--- src/rtl/program_loader.sv ---
// -----------------------------------------------------------------------------
// program_loader
//
// Writer side of the program memory. It consumes a little-endian byte stream
// (2-byte word count N, then N 32-bit words with the least-significant byte
// first) and writes each assembled word into program memory through a
// single-cycle write port. The CPU is held until a complete image is loaded.
//
// Optional feature macro: PROGRAM_LOADER_CHECKSUM_EN
//   When defined, an 8-bit XOR of all data bytes must follow the image. A
//   match finishes the load; a mismatch aborts it.
//
// Ports:
//   clk           in   rising-edge clock
//   rst_n         in   asynchronous active-low reset
//   start         in   single-cycle pulse that begins a load (IDLE/DONE/ERROR)
//   byte_in       in   stream data byte
//   byte_valid    in   byte_in is valid
//   byte_ready    out  loader accepts a byte this cycle
//   pm_we         out  program memory write enable, one pulse per word
//   pm_addr       out  program memory word address
//   pm_wdata      out  program memory write data
//   cpu_hold      out  CPU stalled while 1 (low only once an image is loaded)
//   load_done     out  image loaded successfully
//   load_err      out  load aborted (N too large or checksum mismatch)
//   words_loaded  out  words written in the current load
// -----------------------------------------------------------------------------
module program_loader #(
  parameter int program_mem_width = 32,
  parameter int program_mem_depth = 4096,
  parameter int program_mem_addr  = 12
) (
  input  logic                          clk,
  input  logic                          rst_n,
  input  logic                          start,
  input  logic [7:0]                    byte_in,
  input  logic                          byte_valid,
  output logic                          byte_ready,
  output logic                          pm_we,
  output logic [program_mem_addr-1:0]   pm_addr,
  output logic [program_mem_width-1:0]  pm_wdata,
  output logic                          cpu_hold,
  output logic                          load_done,
  output logic                          load_err,
  output logic [program_mem_addr:0]     words_loaded
);

  localparam int          WL_W    = program_mem_addr + 1;
  localparam logic [15:0] DEPTH16 = 16'(program_mem_depth);

  typedef enum logic [2:0] {
    S_IDLE   = 3'd0,
    S_HDR_LO = 3'd1,
    S_HDR_HI = 3'd2,
    S_LOAD   = 3'd3,
`ifdef PROGRAM_LOADER_CHECKSUM_EN
    S_CHECK  = 3'd4,
`endif
    S_DONE   = 3'd5,
    S_ERROR  = 3'd6
  } state_t;

  state_t                        r_state;
  state_t                        w_state_nxt;
  logic                          r_byte_ready;
  logic                          r_pm_we;
  logic [program_mem_addr-1:0]   r_pm_addr;
  logic [program_mem_width-1:0]  r_pm_wdata;
  logic                          r_cpu_hold;
  logic                          r_load_done;
  logic                          r_load_err;
  logic [WL_W-1:0]               r_words_loaded;
  logic [1:0]                    r_byte_idx;
  logic [7:0]                    r_n_lo;
  logic [15:0]                   r_n;
`ifdef PROGRAM_LOADER_CHECKSUM_EN
  logic [7:0]                    r_xsum;
`endif

  logic                          w_accept;
  logic                          w_start_ok;
  logic [15:0]                   w_n_full;
  logic [WL_W-1:0]               w_wl_inc;
  logic                          w_last_word;
  logic                          w_ready_nxt;

  // Handshake, header assembly and end-of-image detection
  always_comb begin
    w_accept    = byte_valid & r_byte_ready;
    w_n_full    = {byte_in, r_n_lo};
    w_wl_inc    = r_words_loaded + WL_W'(1);
    w_last_word = (16'(w_wl_inc) == r_n);
    w_start_ok  = start & ((r_state == S_IDLE) || (r_state == S_DONE) ||
                           (r_state == S_ERROR));
  end

  // Next-state decode
  always_comb begin
    w_state_nxt = r_state;
    case (r_state)
      S_IDLE: begin
        if (w_start_ok) w_state_nxt = S_HDR_LO;
        else            w_state_nxt = S_IDLE;
      end
      S_HDR_LO: begin
        if (w_accept) w_state_nxt = S_HDR_HI;
        else          w_state_nxt = S_HDR_LO;
      end
      S_HDR_HI: begin
        if (!w_accept)                w_state_nxt = S_HDR_HI;
        else if (w_n_full == 16'd0)   w_state_nxt = S_DONE;
        else if (w_n_full > DEPTH16)  w_state_nxt = S_ERROR;
        else                          w_state_nxt = S_LOAD;
      end
      S_LOAD: begin
        if (w_accept && (r_byte_idx == 2'd3) && w_last_word) begin
`ifdef PROGRAM_LOADER_CHECKSUM_EN
          w_state_nxt = S_CHECK;
`else
          w_state_nxt = S_DONE;
`endif
        end else begin
          w_state_nxt = S_LOAD;
        end
      end
`ifdef PROGRAM_LOADER_CHECKSUM_EN
      S_CHECK: begin
        if (!w_accept)              w_state_nxt = S_CHECK;
        else if (byte_in == r_xsum) w_state_nxt = S_DONE;
        else                        w_state_nxt = S_ERROR;
      end
`endif
      S_DONE: begin
        if (w_start_ok) w_state_nxt = S_HDR_LO;
        else            w_state_nxt = S_DONE;
      end
      S_ERROR: begin
        if (w_start_ok) w_state_nxt = S_HDR_LO;
        else            w_state_nxt = S_ERROR;
      end
      default: w_state_nxt = S_IDLE;
    endcase
  end

  // Bytes are taken in every state that is still consuming the stream
  always_comb begin
    case (w_state_nxt)
      S_HDR_LO, S_HDR_HI, S_LOAD: w_ready_nxt = 1'b1;
`ifdef PROGRAM_LOADER_CHECKSUM_EN
      S_CHECK:                    w_ready_nxt = 1'b1;
`endif
      default:                    w_ready_nxt = 1'b0;
    endcase
  end

  // State register
  always_ff @(posedge clk or negedge rst_n) begin
    if (!rst_n) r_state <= S_IDLE;
    else        r_state <= w_state_nxt;
  end

  // Status flags registered from the next state so they align with it
  always_ff @(posedge clk or negedge rst_n) begin
    if (!rst_n) begin
      r_byte_ready <= 1'b0;
      r_cpu_hold   <= 1'b1;
      r_load_done  <= 1'b0;
      r_load_err   <= 1'b0;
    end else begin
      r_byte_ready <= w_ready_nxt;
      r_cpu_hold   <= (w_state_nxt != S_DONE);
      r_load_done  <= (w_state_nxt == S_DONE);
      r_load_err   <= (w_state_nxt == S_ERROR);
    end
  end

  // Header capture, word assembly and memory write port
  always_ff @(posedge clk or negedge rst_n) begin
    if (!rst_n) begin
      r_pm_we        <= 1'b0;
      r_pm_addr      <= '0;
      r_pm_wdata     <= '0;
      r_words_loaded <= '0;
      r_byte_idx     <= 2'd0;
      r_n_lo         <= 8'd0;
      r_n            <= 16'd0;
    end else begin
      r_pm_we <= 1'b0;
      if (w_start_ok) begin
        r_words_loaded <= '0;
        r_byte_idx     <= 2'd0;
      end
      if ((r_state == S_HDR_LO) && w_accept) r_n_lo <= byte_in;
      if ((r_state == S_HDR_HI) && w_accept) r_n    <= w_n_full;
      if ((r_state == S_LOAD) && w_accept) begin
        // Lane select: byte index 0..3 maps to bits [7:0]..[31:24]
        r_pm_wdata[{r_byte_idx, 3'b000} +: 8] <= byte_in;
        r_byte_idx <= r_byte_idx + 2'd1;
        if (r_byte_idx == 2'd3) begin
          // Word complete: write pulse next cycle at the pre-increment count
          r_pm_we        <= 1'b1;
          r_pm_addr      <= r_words_loaded[program_mem_addr-1:0];
          r_words_loaded <= w_wl_inc;
        end
      end
    end
  end

`ifdef PROGRAM_LOADER_CHECKSUM_EN
  // Running XOR of data bytes only; header bytes are excluded
  always_ff @(posedge clk or negedge rst_n) begin
    if (!rst_n)                            r_xsum <= 8'd0;
    else if (w_start_ok)                   r_xsum <= 8'd0;
    else if ((r_state == S_LOAD) && w_accept) r_xsum <= r_xsum ^ byte_in;
    else                                   r_xsum <= r_xsum;
  end
`endif

  assign byte_ready   = r_byte_ready;
  assign pm_we        = r_pm_we;
  assign pm_addr      = r_pm_addr;
  assign pm_wdata     = r_pm_wdata;
  assign cpu_hold     = r_cpu_hold;
  assign load_done    = r_load_done;
  assign load_err     = r_load_err;
  assign words_loaded = r_words_loaded;

endmodule

--- config.mk ---
export PLATFORM = sky130hd
export DESIGN_NAME = program_loader
export DESIGN_NICKNAME = d
export VERILOG_FILES = /design/src/rtl/program_loader.sv
export SDC_FILE = /design/constraint.sdc
export NUM_CORES = 1
export LEC_CHECK = 0
export BUFFER_PORTS_ARGS = -buffer_cell sky130_fd_sc_hd__buf_2
export CELL_PAD_IN_SITES_DETAIL_PLACEMENT = 1
export CELL_PAD_IN_SITES_GLOBAL_PLACEMENT = 2
export CORE_MARGIN = 2
export CORE_UTILIZATION = 38
export DETAILED_ROUTE_END_ITERATION = 8
export PLACE_DENSITY_LB_ADDON = 0.08
export SETUP_SLACK_MARGIN = 0.5
export SYNTH_ARGS = -nofsm -noshare
export SYNTH_HDL_FRONTEND = slang
export SYNTH_SLANG_ARGS = --single-unit
export TNS_END_PERCENT = 30
--- constraint.sdc ---
create_clock -name clk -period 3.6 [get_ports clk]
set_input_delay 0.54 -clock clk [delete_from_list [all_inputs] [get_ports clk]]
set_output_delay 0.54 -clock clk [all_outputs]
set_load 0.03 [all_outputs]
==> flow_metrics.py, run 1 <==
metrics = {
    "setup_path": {
        "cp_max_fo": 9,
        "critical_path_required_ns": 3.82,
        "arrival_ns": 2.70,
        "worstSetupPathType": "register to register",
        "crit_path_end_kind": "register",
        "cp-start-kind": "register",
    },
    "sta": {
        "max_slew_margin": 0.3630,
        "fin_crit_ns": 2.480,
        "finalCritPeriodShare": 0.6889,
        "finalSetupViolations": 0,
        "fin_skew_ns": 0.004173,
        "worst_pin_slew_ns": 0.9534,
        "fmax_mhz": 403.2,
        "maxSlewViolCount": 0,
        "setup_tns_ns": 0,
        "rsz0062_at_grt": "false",
        "hold_violations": 0,
    },
    "cts": {
        "cts_tree": "done",
        "clk-insertion-delay-late_ns": 0.35,
        "cts_buffer_depth": 2,
        "cts_buffers": 9,
        "postCtsResizedCells": 0,
        "root_buffer": "clkbuf_16",
        "htree_levels": 3,
        "post-cts-setup-buffer-count": 0,
        "path_clk_slew_ns": 0.06,
        "hold_buffers": 0,
        "cts_sinks": 91,
    },
    "pwr": {
        "combPwrFrac": 0.305,
        "ir_drop_v": 0.0003213,
        "p_int_mw": 2.275,
        "switching_share": 0.3527,
        "power.switching_mw": 1.240,
        "p_total_mw": 3.515,
        "clock_power_share": 0.286,
        "p_seq_frac": 0.409,
        "leakage_nw": 2.487,
        "power_density_nw_per_um2": 678.4,
    },
    "finish": {
        "area_growth_pct": 17.84,
        "regArea_um2": 2278,
        "antenna-diode-count": 0,
        "fillCellCount": 1313,
        "utilization": 0.4557,
        "nets": 535,
        "layout_common_cells": "123 x nand2_1, 90 x dfrtp_1, 72 x buf_2",
        "multi_input_area_um2": 1996,
        "final_common_cell": "nand2_1",
        "drive_gt1_frac": 0.2500,
    },
    "floorplanning": {
        "initial_core_util": 0.3867,
        "io_pins": 74,
        "die-area_um2": 12450,
        "rows": 39,
        "fp.dieH_um": 111.6,
        "coreArea_um2": 11370,
        "die_x_um": 111.6,
    },
    "synth": {
        "synth-compound-area-share": 0.1218,
        "ys_seq_area_frac": 0.5182,
        "synth-simple-area-share": 0.2149,
        "synth_cells": 449,
        "synth_fp_nets": 468,
        "synth_area_leaders": "dfrtp_1 51%, nand2_1 11%, o21ai_0 6.3%, mux2_2 6.1%, ha_1 2.0%",
        "ys_async_sr_fraction": 1.000,
        "synth.cell_area_um2": 4397,
        "synth_xor_area_frac": 0.03130,
        "syn_area_per_cell_um2": 9.792,
        "synth-edff-count": 0,
        "synth_cell_types": 56,
        "synth_top_family_by_area": "simple AND/OR/NAND/NOR gates",
        "yosysWarnings": 0,
        "synthFlopType": "dfrtp_1",
        "synthAdderAreaFrac": 0.01992,
        "synth_top_cell_by_area": "dfrtp_1",
        "ys_seq_elements": 91,
        "synthMuxAreaShare": 0.06602,
        "synth_top_cell_area_share": 0.5122,
    },
    "grt": {
        "antenna_found_initial": 0,
        "overflow": 0,
        "grt_pass1_wl_um": 19060,
        "grt_start_max_net_pins": 49,
        "grtUsageTotal": 0.1964,
        "grt_pass1_vias": 3560,
    },
    "routing": {
        "drtIter0Drc": 99,
        "vias": 3474,
        "drc": 0,
        "wl_per_cell_um": 17.50,
        "ant_nets": 0,
        "dr.pass1.iters": 4,
        "viasPerCell": 5.240,
        "drt-total-wl_um": 11600,
    },
    "hold_path": {
        "hold_class": "input pin to asynchronous set/reset pin",
    },
    "job": {
        "maxCapViolCount": 0,
    },
    "placed_design": {
        "hpwl_um": 8101,
        "gp_congestion": 0.7601,
        "numPortBuffers": 73,
    },
    "outcome": {
        "status": "completed",
    },
}
critical path, stage by stage (launching register included):
cell	delay (ns)
dfrtp_1	0.52
ha_1	0.36
nand3_1	0.28
nor3_4	0.36
mux2i_1	0.33
a21oi_1	0.10
and4b_1	0.26
nand2b_1	0.15
cell type report:
class                           count  area share
Clock buffer                       10     0.04419
Clock inverter                      5     0.01521
Inverter                            6    0.004347
Multi-Input combinational cell    331      0.3852
Sequential cell                    91      0.4397
Tap cell                          143     0.03453
Timing Repair Buffer               77     0.07679
power groups by stage:
stage | registers [mW] | clock network, mW | logic (mW)
6_report | 1.44 | 1.01 | 1.07
3_3_place_gp | 1.45 | 0 | 1.06
3_5_place_dp | 1.46 | 0 | 1.09
5_1_grt | 1.47 | 1.07 | 1.19
2_1_floorplan | 1.54 | 0 | 0.670
4_1_cts | 1.44 | 1.03 | 1.09
final timing paths:
| path | from | end | slack [ns] | depth (start not counted) |
|---|---|---|---|---|
| worst max register to register | words_loaded[0] | r_state[2] | 1.12 | 7 |
| worst max-delay path | words_loaded[0] | r_state[2] | 1.12 | 7 |
| worst min register to register | pm_addr[8] | pm_addr[8] | 0.47 | 2 |
| max in group asynchronous | rst_n | pm_wdata[0] | 2.61 | 2 |
| worst min-delay path | rst_n | pm_we | 0.21 | 1 |
| min in group clk | pm_addr[8] | pm_addr[8] | 0.47 | 2 |
state kept, by name, indices dropped and copies added (netlist names):
signal,flops
pm_wdata,32
r_n,16
byte_ready,1
load_done,1
pm_we,1
r_state,3
pm_addr,12
r_n_lo,8
cpu_hold,1
words_loaded,13
load_err,1
r_byte_idx,2
Yosys cell counts (3+ instances only):
master	number
nand2_1	123
dfrtp_1	90
o21ai_0	55
mux2_2	24
nor2_1	19
buf_2	9
nand2b_1	9
xnor2_1	9
clkbuf_1	7
ha_1	7
nand4_1	6
a21oi_1	5
inv_1	5
o31ai_1	5
a21o_1	4
nand3_1	4
nor3b_1	4
nor4_2	4
or3_1	4
xor2_1	4
a211oi_1	3
a31oi_1	3
and3b_1	3
per-stage QoR:
step	cells	setup WS, ns	hold slack (ns)	area [µm²]
after floorplan	449	1.424	0.2444	4397
after global placement	648	1.227	0.4544	4873
after detailed placement	648	1.079	0.4596	4873
after CTS	663	1.074	0.2436	5181
after global routing	663	0.9099	0.2617	5181
final	663	1.120	0.2119	5181
metal layers:
metal  global-route usage  vias up  wire length [µm]
met5                    0        -                 0
met1               0.2549     1728              5297
met3              0.03647       13               395
met2               0.3313       63              5729
met4              0.06914        0               180
li1                     -     1670                 -
cell families after synthesis:
| kind of cell | after synthesis |
|---|---|
| AO/OA/AOI/OAI | 89 |
| XOR/XNOR | 14 |
| adder cells (fa/ha/maj) | 7 |
| buffers and inverters | 27 |
| flip-flops | 91 |
| multiplexers | 26 |
| AND/OR/NAND/NOR | 195 |
Note: power is estimated with default switching activity, not from simulation.
==> run 2: changes to the inputs <==
CORE_UTILIZATION = 35   (was 38)
clock period = 2.5 ns   (was 3.6 ns; I/O delays follow)
==> run 2 against run 1 <==
Combinational power up 66%; setup slack lost 0.55 ns; via count grew 3.5%; non-clock buffer count rose by 28; clock power up 42%; register-to-register slack worse by 0.55 ns; first-iteration DRC count up 21%; final cell count is 8.1% higher; critical endpoint unchanged; largest cell class unchanged.
==> flow_metrics.py, run 2 (synthesized netlist as in run 1, its figures left out) <==
metrics = {
    "setup_path": {
        "path_cells": "buf_4, o211a_1, o32a_1, nor4_2, and4b_2, nand2b_1",
        "worstSetupPathType": "register to register",
        "critical_path_required_ns": 2.79,
        "cp-start-kind": "register",
        "cp_max_fo": 8,
        "worst_path_max_delay_cell": "dfrtp_2",
        "crit_path_end_kind": "register",
        "critical-path-max-stage-delay_ns": 0.43,
        "arrival_ns": 2.21,
    },
    "placed_design": {
        "hpwl_um": 8416,
        "gp_congestion": 0.8322,
        "place_ws_ns": 0.1397,
        "numPortBuffers": 73,
    },
    "cts": {
        "cts_buffers": 9,
        "clk-insertion-delay-late_ns": 0.35,
        "cts_sinks": 91,
        "cts_tree": "done",
        "root_buffer": "clkbuf_16",
        "path_clk_slew_ns": 0.06,
        "cts_buffer_depth": 2,
        "htree_levels": 3,
    },
    "pwr": {
        "clock_power_share": 0.269,
        "leakage_nw": 2.661,
        "p_int_mw": 3.393,
        "combPwrFrac": 0.335,
        "p_seq_frac": 0.396,
        "ir_drop_v": 0.0003661,
        "power.switching_mw": 1.921,
        "switching_share": 0.3615,
        "power_density_nw_per_um2": 943.8,
    },
    "sta": {
        "hold_violations": 0,
        "fmax_mhz": 519.3,
        "setup_tns_ns": 0,
        "maxSlewViolCount": 0,
        "finalCritPeriodShare": 0.7702,
        "max_slew_margin": 0.6615,
        "finalSetupViolations": 0,
        "worst_pin_slew_ns": 0.5072,
        "fin_skew_ns": 0.006391,
        "fin_ws_ns": 0.5745,
        "timing.hold.ws_ns": 0.3721,
        "rsz0062_at_grt": "true",
        "fin_crit_ns": 1.926,
    },
    "finish": {
        "drive_gt1_frac": 0.3406,
        "final_common_cell": "nand2_1",
        "multi_input_area_um2": 2163,
        "antenna-diode-count": 0,
        "regArea_um2": 2293,
        "layout_common_cells": "123 x nand2_1, 78 x dfrtp_1, 72 x buf_2",
        "nets": 563,
        "largest_reg_flops": 32,
        "fillCellCount": 1411,
        "area_growth_pct": 28.06,
    },
    "routing": {
        "vias": 3596,
        "dr.pass1.iters": 4,
        "viasPerCell": 5.015,
        "wl_per_cell_um": 16.96,
        "drtIter0Drc": 120,
        "ant_nets": 0,
        "drt-total-wl_um": 12160,
        "drc": 0,
    },
    "grt": {
        "grt_pass1_vias": 3603,
        "grt_busiest_layer": "met2",
        "antenna_found_initial": 0,
        "grt_start_max_net_pins": 44,
        "grtUsageTotal": 0.1917,
        "use_met1": 0.2525,
        "use_met2": 0.3158,
        "met3_usage": 0.03504,
        "overflow": 0,
        "grt_pass1_wl_um": 19480,
    },
    "floorplanning": {
        "io_pins": 74,
        "initial_core_util": 0.3615,
        "die_x_um": 116.1,
        "fp.dieH_um": 116.1,
        "rows": 40,
        "die-area_um2": 13470,
        "coreArea_um2": 12160,
    },
    "outcome": {
        "status": "completed",
    },
    "job": {
        "maxCapViolCount": 0,
    },
    "hold_path": {
        "hold_class": "input pin to register",
    },
}
run 2: power groups by stage:
| stage | registers, mW | clock network (mW) | logic (mW) |
|---|---|---|---|
| finish | 2.10 | 1.43 | 1.78 |
| global route | 2.16 | 1.52 | 1.97 |
| CTS | 2.08 | 1.47 | 1.66 |
| detailed placement | 2.11 | 0 | 1.62 |
| global placement | 2.09 | 0 | 1.59 |
| floorplan | 2.22 | 0 | 0.966 |
run 2: path summary, 6_finish.rpt:
path,startpoint,endpoint,slack [ns],depth (start not counted)
setup / recovery,words_loaded[3],r_state[2],0.57,6
hold reg to reg,pm_addr[3],pm_addr[3],0.47,2
hold / removal,byte_in[6],pm_wdata[30],0.37,3
setup reg to reg,words_loaded[3],r_state[2],0.57,6
max in group asynchronous,rst_n,cpu_hold,1.36,3
min in group asynchronous,rst_n,pm_we,0.50,2
run 2: layer usage:
metal	part of all wire	routed length, µm
met1	0.46	5629
met2	0.49	5925
met3	0.036	437
met4	0.014	170
met5	0	0
run 2: repair_timing:
item	in CTS	in global routing
setup buffers	3	14
setup endpoints to repair	21	40
pin swaps	2	8
hold buffers	1	0
endpoints found under the hold margin	28	0
resized for setup	7	33
run 2: final cells by class:
cell class	count	share of cell area
Tap cell	168	0.03733
Multi-Input combinational cell	331	0.3842
Clock buffer	13	0.04622
Sequential cell	91	0.4073
Timing Repair Buffer	105	0.1127
Inverter	6	0.004000
Clock inverter	3	0.008222
run 2: worst max-delay path: cells and delay by family (launching register included):
kind | cells | cell delay, ns
AOI/OAI and AO/OA | 2 | 0.51
buffers and inverters | 1 | 0.17
DFF | 1 | 0.43
and+or+nand+nor | 3 | 0.75
run 2: stage by stage:
| stage | total power, mW | utilization | area [µm²] | instances |
|---|---|---|---|---|
| CTS | 5.205 | 0.4410 | 5364 | 703 |
| global placement | 3.688 | 0.4109 | 4997 | 683 |
| detailed placement | 3.728 | 0.4109 | 4997 | 683 |
| global route | 5.646 | 0.4630 | 5630 | 717 |
| finish | 5.314 | 0.4630 | 5630 | 717 |
| floorplan | 3.188 | - | 4402 | 449 |
